**config.mk**
```make
export PLATFORM = sky130hd
export DESIGN_NAME = sort_sequencer
export DESIGN_NICKNAME = d
export VERILOG_FILES = /design/src/rtl/sort_seq_pkg.sv /design/src/rtl/sort_sequencer.sv
export SDC_FILE = /design/constraint.sdc
export NUM_CORES = 1
export LEC_CHECK = 0
export CAP_MARGIN = 20
export CORE_MARGIN = 1.5
export CORE_UTILIZATION = 52
export CTS_CLUSTER_SIZE = 40
export DETAILED_ROUTE_END_ITERATION = 16
export GPL_ROUTABILITY_DRIVEN = 0
export PLACE_DENSITY_LB_ADDON = 0.3
export SLEW_MARGIN = 10
export SYNTH_ARGS = -nofsm -noshare
export SYNTH_HDL_FRONTEND = slang
export SYNTH_SLANG_ARGS = --single-unit
```
**constraint.sdc**
```tcl
create_clock -name clk -period 3.5 [get_ports clk]
set_clock_uncertainty 0.2 [all_clocks]
set_input_delay 0.7 -clock clk [delete_from_list [all_inputs] [get_ports clk]]
set_output_delay 0.7 -clock clk [all_outputs]
set_load 0.05 [all_outputs]
```
**src/rtl/sort_seq_pkg.sv**
```systemverilog
// Shared encodings for the bubble-sort control sequencer: FSM states and
// register-file write-source selects.
package sort_seq_pkg;

  typedef enum logic [3:0] {
    ST_IDLE     = 4'd0,
    ST_CMP      = 4'd1,
    ST_EVAL     = 4'd2,
    ST_SW1      = 4'd3,
    ST_SW2      = 4'd4,
    ST_SW3      = 4'd5,
    ST_ADV      = 4'd6,
    ST_PASS_END = 4'd7,
    ST_DONE     = 4'd8
  } state_t;

  localparam logic [1:0] WSRC_A   = 2'b00;
  localparam logic [1:0] WSRC_B   = 2'b01;
  localparam logic [1:0] WSRC_TMP = 2'b10;

endpackage

```
**src/rtl/sort_sequencer.sv**
```systemverilog
// Control FSM that bubble-sorts N_ELEM datapath registers into ascending order.
// Optional swap counter output o_swap_cnt is built when SORT_SWAP_CNT_EN is defined.
module sort_sequencer
  import sort_seq_pkg::*;
#(
  parameter int N_ELEM = 4,
  parameter int IDX_W  = 2
`ifdef SORT_SWAP_CNT_EN
  ,
  parameter int CNT_W  = 8
`endif
) (
  input  logic             clk,
  input  logic             rst,
  input  logic             start,
  input  logic             abort,
  input  logic             gt,
  output logic [IDX_W-1:0] sel_a,
  output logic [IDX_W-1:0] sel_b,
  output logic [IDX_W-1:0] sel_w,
  output logic [1:0]       wsrc,
  output logic             we,
  output logic             tmp_we,
  output logic             busy,
  output logic             done
`ifdef SORT_SWAP_CNT_EN
  ,
  output logic [CNT_W-1:0] o_swap_cnt
`endif
);

  localparam logic [IDX_W-1:0] LIMIT_INIT = IDX_W'(N_ELEM - 1);
  localparam logic [IDX_W-1:0] IDX_ONE    = IDX_W'(1);

  state_t           r_state;
  logic [IDX_W-1:0] r_i;
  logic [IDX_W-1:0] r_limit;
  logic             r_swapped;

  state_t           w_state_nxt;
  logic [IDX_W-1:0] w_i_nxt;
  logic [IDX_W-1:0] w_limit_nxt;
  logic             w_swapped_nxt;
  logic [IDX_W-1:0] w_i_plus1;

  assign w_i_plus1 = r_i + IDX_ONE;

  // NOTE: state registers use non-blocking assignments so every flop samples
  // pre-edge values regardless of process evaluation order.
  always_ff @(posedge clk or posedge rst) begin
    if (rst) begin
      r_state   <= ST_IDLE;
      r_i       <= '0;
      r_limit   <= LIMIT_INIT;
      r_swapped <= 1'b0;
    end else begin
      r_state   <= w_state_nxt;
      r_i       <= w_i_nxt;
      r_limit   <= w_limit_nxt;
      r_swapped <= w_swapped_nxt;
    end
  end

  // NOTE: every signal written here gets a default first, so no path leaves
  // a value unassigned and no latch is inferred.
  always_comb begin
    w_state_nxt   = r_state;
    w_i_nxt       = r_i;
    w_limit_nxt   = r_limit;
    w_swapped_nxt = r_swapped;
    sel_a         = '0;
    sel_b         = '0;
    sel_w         = '0;
    wsrc          = WSRC_A;
    we            = 1'b0;
    tmp_we        = 1'b0;
    busy          = 1'b0;
    done          = 1'b0;

    case (r_state)
      ST_IDLE: begin
        if (start) begin
          w_state_nxt   = ST_CMP;
          w_i_nxt       = '0;
          w_limit_nxt   = LIMIT_INIT;
          w_swapped_nxt = 1'b0;
        end
      end
      ST_CMP: begin
        busy        = 1'b1;
        sel_a       = r_i;
        sel_b       = w_i_plus1;
        w_state_nxt = ST_EVAL;
      end
      ST_EVAL: begin
        busy        = 1'b1;
        sel_a       = r_i;
        sel_b       = w_i_plus1;
        w_state_nxt = gt ? ST_SW1 : ST_ADV;
      end
      ST_SW1: begin
        busy        = 1'b1;
        sel_a       = r_i;
        sel_b       = w_i_plus1;
        tmp_we      = 1'b1;
        w_state_nxt = ST_SW2;
      end
      ST_SW2: begin
        busy        = 1'b1;
        sel_a       = r_i;
        sel_b       = w_i_plus1;
        we          = 1'b1;
        sel_w       = r_i;
        wsrc        = WSRC_B;
        w_state_nxt = ST_SW3;
      end
      ST_SW3: begin
        busy          = 1'b1;
        sel_a         = r_i;
        sel_b         = w_i_plus1;
        we            = 1'b1;
        sel_w         = w_i_plus1;
        wsrc          = WSRC_TMP;
        w_swapped_nxt = 1'b1;
        w_state_nxt   = ST_ADV;
      end
      ST_ADV: begin
        busy = 1'b1;
        if (r_i == r_limit - IDX_ONE) begin
          w_state_nxt = ST_PASS_END;
        end else begin
          w_i_nxt     = w_i_plus1;
          w_state_nxt = ST_CMP;
        end
      end
      ST_PASS_END: begin
        busy = 1'b1;
        // A swap-free pass means the remaining prefix is already ordered.
        if (!r_swapped || r_limit == IDX_ONE) begin
          w_state_nxt = ST_DONE;
        end else begin
          w_limit_nxt   = r_limit - IDX_ONE;
          w_i_nxt       = '0;
          w_swapped_nxt = 1'b0;
          w_state_nxt   = ST_CMP;
        end
      end
      ST_DONE: begin
        done        = 1'b1;
        w_state_nxt = ST_IDLE;
      end
      default: begin
        w_state_nxt = ST_IDLE;
      end
    endcase

    // Abort overrides every transition; a half-done swap stays in the registers.
    if (abort) begin
      w_state_nxt   = ST_IDLE;
      w_i_nxt       = '0;
      w_limit_nxt   = LIMIT_INIT;
      w_swapped_nxt = 1'b0;
    end
  end

`ifdef SORT_SWAP_CNT_EN
  logic             w_cnt_clr;
  logic             w_cnt_inc;
  logic [CNT_W-1:0] r_swap_cnt;

  assign w_cnt_clr = (r_state == ST_IDLE) && start && !abort;
  // The SW3 write completes even when aborted, so that swap is still counted.
  assign w_cnt_inc = (r_state == ST_SW3);

  always_ff @(posedge clk or posedge rst) begin
    if (rst) begin
      r_swap_cnt <= '0;
    end else if (w_cnt_clr) begin
      r_swap_cnt <= '0;
    end else if (w_cnt_inc && (r_swap_cnt != '1)) begin
      r_swap_cnt <= r_swap_cnt + CNT_W'(1);
    end
  end

  assign o_swap_cnt = r_swap_cnt;
`endif

endmodule
```
==> results.toml, run 1 <==
[timing]
setup_tns_ns = 0
period_minus_slack_ns = 3.21
setup_viol = 0
worst_slew_pin_slew_ns = 0.499
fmax_ghz = 0.311
hold_viol_final = 0
maxSlewHeadroom = 0.666
final_max_slew_viol_count = 0
rsz0062_at_grt = "false"
finalCritPeriodShare = 0.918

[routing]
vias = 677
dr.pass1.iters = 5
drc = 0
drt-total-wl_um = 1480
wire_per_inst_um = 12.8
drtAntennaViolNets = 0
viasPerCell = 5.89
drt_first_iter_violations = 14

[setup_path]
crit_type = "reg -> out"
r2r_slack_ns = 1.18
cp.arrival_ns = 2.31
startpoint = "r_state[0]"
worstPathRequired_ns = 2.60
critPathLaunchType = "register"
rr_worst_depth = 6
reg2reg_to = "r_i[0]"
worst_setup_path_end_kind = "output port"
crit_fanout = 16
r2r-start = "r_limit[1]"

[synth]
avgSynthCellArea_um2 = 8.53
synthCells = 86
synth_ff_type = "dfrtp_1"
yosysTopAreaCellShare = 0.239
synth-edff-count = 0
yosysWarnings = 0
yosys-top-cells-area = "dfrtp_1 (24%), dfstp_2 (7.2%), nor3_1 (4.8%), inv_1 (3.6%), nor2_1 (3.6%)"
yosys.area.top_type = "dfrtp_1"
async_reset_ff_frac = 1.00
synth_common_cells = "dfrtp_1 (7), inv_1 (7), nor2_1 (7), nor3_1 (7), nand2_1 (6)"
yosysSeqAreaShare = 0.311
synth.distinct_cells = 40
synth_area_um2 = 733
yosys_register_bits = 9
syn-num-nets = 92

[layout]
syn_to_final_growth_pct = 23.4
fin_cells = 115
finalNetCount = 107
drive_above_1_share = 0.110
n_antenna_cell = 0

[cts]
path_clk_slew_ns = 0.06
cts_setup_buffers = 0
root_buffer = "clkbuf_4"
clkLatencyLatePin_ns = 0.26
cts.sinks = 9
hold_buffers = 0
cts_resized = 0
numCtsBuffers = 3
cts_tree = "yes"
ctsLongestPathBuffers = 2
h-tree-depth = 1

[floorplan]
coreArea_mm2 = 0.00130
ios = 17
die-area_mm2 = 0.00164
die-height_um = 40.6
row_count = 13
initial_core_util = 0.563
die_w_um = 40.6

[placed_design]
dp_cells = 111
dp_hpwl_um = 1100
io_buffers = 16

[min_path]
holdPathStages = 2
hp-start = "r_swapped"
hold_class = "reg -> reg"
holdPathEnd = "r_swapped"

[grt]
grt_max_degree = 17
gr-usage-all-layers = 0.216
grt_pass1_wl_um = 2350
antenna_found_initial = 0
grt_overflow = 0
grt_pass1_vias = 558

[run_status]
status = "completed"

[power_and_ir_drop]
leakage_nw = 0.371
switching_share = 0.392
peakVddDrop_uv = 219
power.total_mw = 0.328
switchingPower_mw = 0.128
p_per_area_mw_per_mm2 = 362
seqPwrFrac = 0.386
power.share.combinational = 0.369
p_clk_frac = 0.246
power.internal_mw = 0.199

[run]
drv_cap = 0
[placed cells by master, fill, tap and decap left out, types with 2 or more instances in the layout]
| cell type | instances |
|---|---|
| a21oi_1 | 5 |
| and2_1 | 2 |
| and3_1 | 2 |
| clkbuf_4 | 3 |
| clkdlybuf4s50_1 | 16 |
| dfrtp_1 | 7 |
| dfstp_2 | 2 |
| inv_1 | 7 |
| nand2_1 | 6 |
| nor2_1 | 7 |
| nor2b_1 | 2 |
| nor3_1 | 7 |
| o21ai_0 | 5 |
| xnor2_1 | 2 |
| xor2_1 | 2 |
[worst max-delay path, cell delays in order (launching register included)]
cell and delay, ns:
dfrtp_1 0.55, nor3_1 0.45, nor2_1 0.15, and3_1 0.21, clkdlybuf4s50_1 0.69
[power by group through the flow]
stage	registers, mW	clock network, mW	logic [mW]
global placement	0.126	0	0.119
finish	0.126	0.0805	0.121
detailed placement	0.127	0	0.121
CTS	0.125	0.0827	0.121
floorplan	0.115	0	0.102
global route	0.127	0.0866	0.130
[sequential cells by signal, indices dropped and copies added (netlist names)]
register / cells
r_state: 4
r_i: 2
r_swapped: 1
r_limit: 2
[how the worst max path moves through the flow]
stage,endpoint,cells after the start,slack [ns]
floorplan,sel_b[0],4,0.54
finish,sel_a[1],4,0.29
CTS,sel_a[0],4,0.31
global route,sel_b[0],5,0.13
detailed placement,sel_a[0],4,0.59
global placement,sel_b[0],5,0.67
[per-layer routing]
layer,share of wire,vias up,track usage
met2,0.48,28,0.377
met5,0,-,0
li1,-,333,-
met1,0.46,312,0.264
met4,0.0081,0,0.0750
met3,0.049,4,0.0333
[metrics by stage]
step / setup WS, ns / area, µm² / hold WS, ns / util
after floorplan: 0.541 / 733 / 0.319 / -
after global placement: 0.671 / 878 / 0.334 / 0.675
after detailed placement: 0.588 / 878 / 0.359 / 0.675
after CTS: 0.309 / 905 / 0.367 / 0.695
after global routing: 0.134 / 905 / 0.391 / 0.695
final: 0.287 / 905 / 0.360 / 0.695
[logic make-up after synthesis]
| family | after synthesis | synth area share |
|---|---|---|
| DFF | 9 | 0.311 |
| and+or+nand+nor | 36 | 0.287 |
| buffers and inverters | 13 | 0.0819 |
| xor gates and xnor gates | 4 | 0.0478 |
| muxes | 1 | 0.0205 |
| AOI/OAI and AO/OA | 22 | 0.236 |
| adders and majority gates | 1 | 0.0171 |
[cell type report]
cell class                 count  area, µm²
timing repair buffer          16        160
sequential                     9        228
clock buffer                   4       26.3
multi-input combinational     64        445
fill                         119        397
tap                           15       18.8
inverter                       7       26.3
Power figures use the tool's default switching activity.
==> run 2, diff against run 1 <==
--- a/config.mk
+++ b/config.mk
@@ -11,6 +11,7 @@
 export CTS_CLUSTER_SIZE = 40
 export DETAILED_ROUTE_END_ITERATION = 16
 export GPL_ROUTABILITY_DRIVEN = 0
+export MAX_ROUTING_LAYER = met4
 export PLACE_DENSITY_LB_ADDON = 0.3
 export SLEW_MARGIN = 10
 export SYNTH_ARGS = -nofsm -noshare
==> results.toml, run 2 (synthesis gave the netlist of run 1 again) <==
[routing]
wire_per_inst_um = 12.8
drc = 0
vias = 677
drt-total-wl_um = 1480
drtAntennaViolNets = 0
drt_first_iter_violations = 14
dr.pass1.iters = 5
viasPerCell = 5.89

[timing]
finalCritPeriodShare = 0.918
worst_slew_pin_slew_ns = 0.499
rsz0062_at_grt = "false"
final_max_slew_viol_count = 0
setup_tns_ns = 0
setup_viol = 0
period_minus_slack_ns = 3.21
fmax_ghz = 0.311
hold_viol_final = 0
hold_slack_ns = 0.360
maxSlewHeadroom = 0.666

[cts]
cts.sinks = 9
cts_tree = "yes"
path_clk_slew_ns = 0.06
hold_buffers = 0
cts_setup_buffers = 0
numCtsBuffers = 3
h-tree-depth = 1
ctsLongestPathBuffers = 2
clkLatencyLatePin_ns = 0.26
root_buffer = "clkbuf_4"
cts_resized = 0

[power_and_ir_drop]
switching_share = 0.392
leakage_nw = 0.371
power.internal_mw = 0.199
p_clk_frac = 0.246
p_per_area_mw_per_mm2 = 362
peakVddDrop_uv = 219
seqPwrFrac = 0.386
power.share.combinational = 0.369
switchingPower_mw = 0.128

[floorplan]
die_w_um = 40.6
coreArea_mm2 = 0.00130
die-height_um = 40.6
ios = 17
die-area_mm2 = 0.00164
row_count = 13
initial_core_util = 0.563

[layout]
final_cell_mix = "clkdlybuf4s50_1 (16), inv_1 (7), nor2_1 (7), nor3_1 (7), dfrtp_1 (7)"
finalNetCount = 107
final_util = 0.695
syn_to_final_growth_pct = 23.4
final_cell_area_um2 = 905
top_register = "r_state"
n_antenna_cell = 0
reg_top3 = "r_state (4), r_i (2), r_limit (2)"
drive_above_1_share = 0.110
fillers = 119
mostFrequentLayoutCell = "clkdlybuf4s50_1"
largest_reg_flops = 4

[grt]
grt_pass1_wl_um = 2350
gr-usage-all-layers = 0.222
antenna_found_initial = 0
grt_pass1_vias = 557
grt_overflow = 0
grt_max_degree = 17

[setup_path]
crit_type = "reg -> out"
r2r-start = "r_limit[1]"
crit_fanout = 16
startpoint = "r_state[0]"
worstPathRequired_ns = 2.60
worst_setup_path_end_kind = "output port"
critPathLaunchType = "register"
cp.arrival_ns = 2.31

[run_status]
status = "completed"

[placed_design]
dp_hpwl_um = 1100
dpl-instance-area_um2 = 878
io_buffers = 16

[min_path]
hp-start = "r_swapped"
hold_class = "reg -> reg"

[run]
drv_cap = 0
run 2: cell counts in the layout (fill, tap and decap cells not counted):
No cell type changed its count.
run 2: critical path, cell delays in order, from the launching register on:
cell             delay (ns)
dfrtp_1                0.55
nor3_1                 0.45
nor2_1                 0.15
and3_1                 0.21
clkdlybuf4s50_1        0.69
run 2: metrics by stage:
step | std cells | worst slack [ns] | power [mW]
global route | 115 | 0.134 | 0.344
floorplan | 86 | 0.541 | 0.217
detailed placement | 111 | 0.588 | 0.248
global placement | 111 | 0.671 | 0.246
finish | 115 | 0.287 | 0.328
CTS | 115 | 0.309 | 0.329
run 2: path summary, 6_finish.rpt:
path,end,slack [ns],depth (start not counted)
setup / recovery,sel_a[1],0.29,4
hold / removal,r_swapped,0.36,2
setup reg to reg,r_i[0],1.18,6
hold reg to reg,r_swapped,0.36,2
max in group asynchronous,r_limit[0],2.29,2
min in group asynchronous,r_state[2],0.50,2
run 2: routing by layer:
layer,global-route usage,up-vias,routed length (µm)
li1,-,333,-
met1,0.264,312,683
met2,0.377,28,707
met3,0.0333,4,73
met4,0.0750,0,12
met5,-,-,0
run 2: area by class of cell:
| type | count | area [µm²] | area share |
|---|---|---|---|
| Clock buffer | 4 | 26.3 | 0.0290 |
| Sequential cell | 9 | 228 | 0.252 |
| Inverter | 7 | 26.3 | 0.0290 |
| Multi-Input combinational cell | 64 | 445 | 0.492 |
| Timing Repair Buffer | 16 | 160 | 0.177 |
| Tap cell | 15 | 18.8 | 0.0207 |
run 2: power groups by stage:
stage	Clock, mW	Combinational (mW)	Sequential, mW
detailed placement	0	0.121	0.127
finish	0.0805	0.121	0.126
global route	0.0866	0.130	0.127
CTS	0.0827	0.121	0.125
global placement	0	0.119	0.126
floorplan	0	0.102	0.115
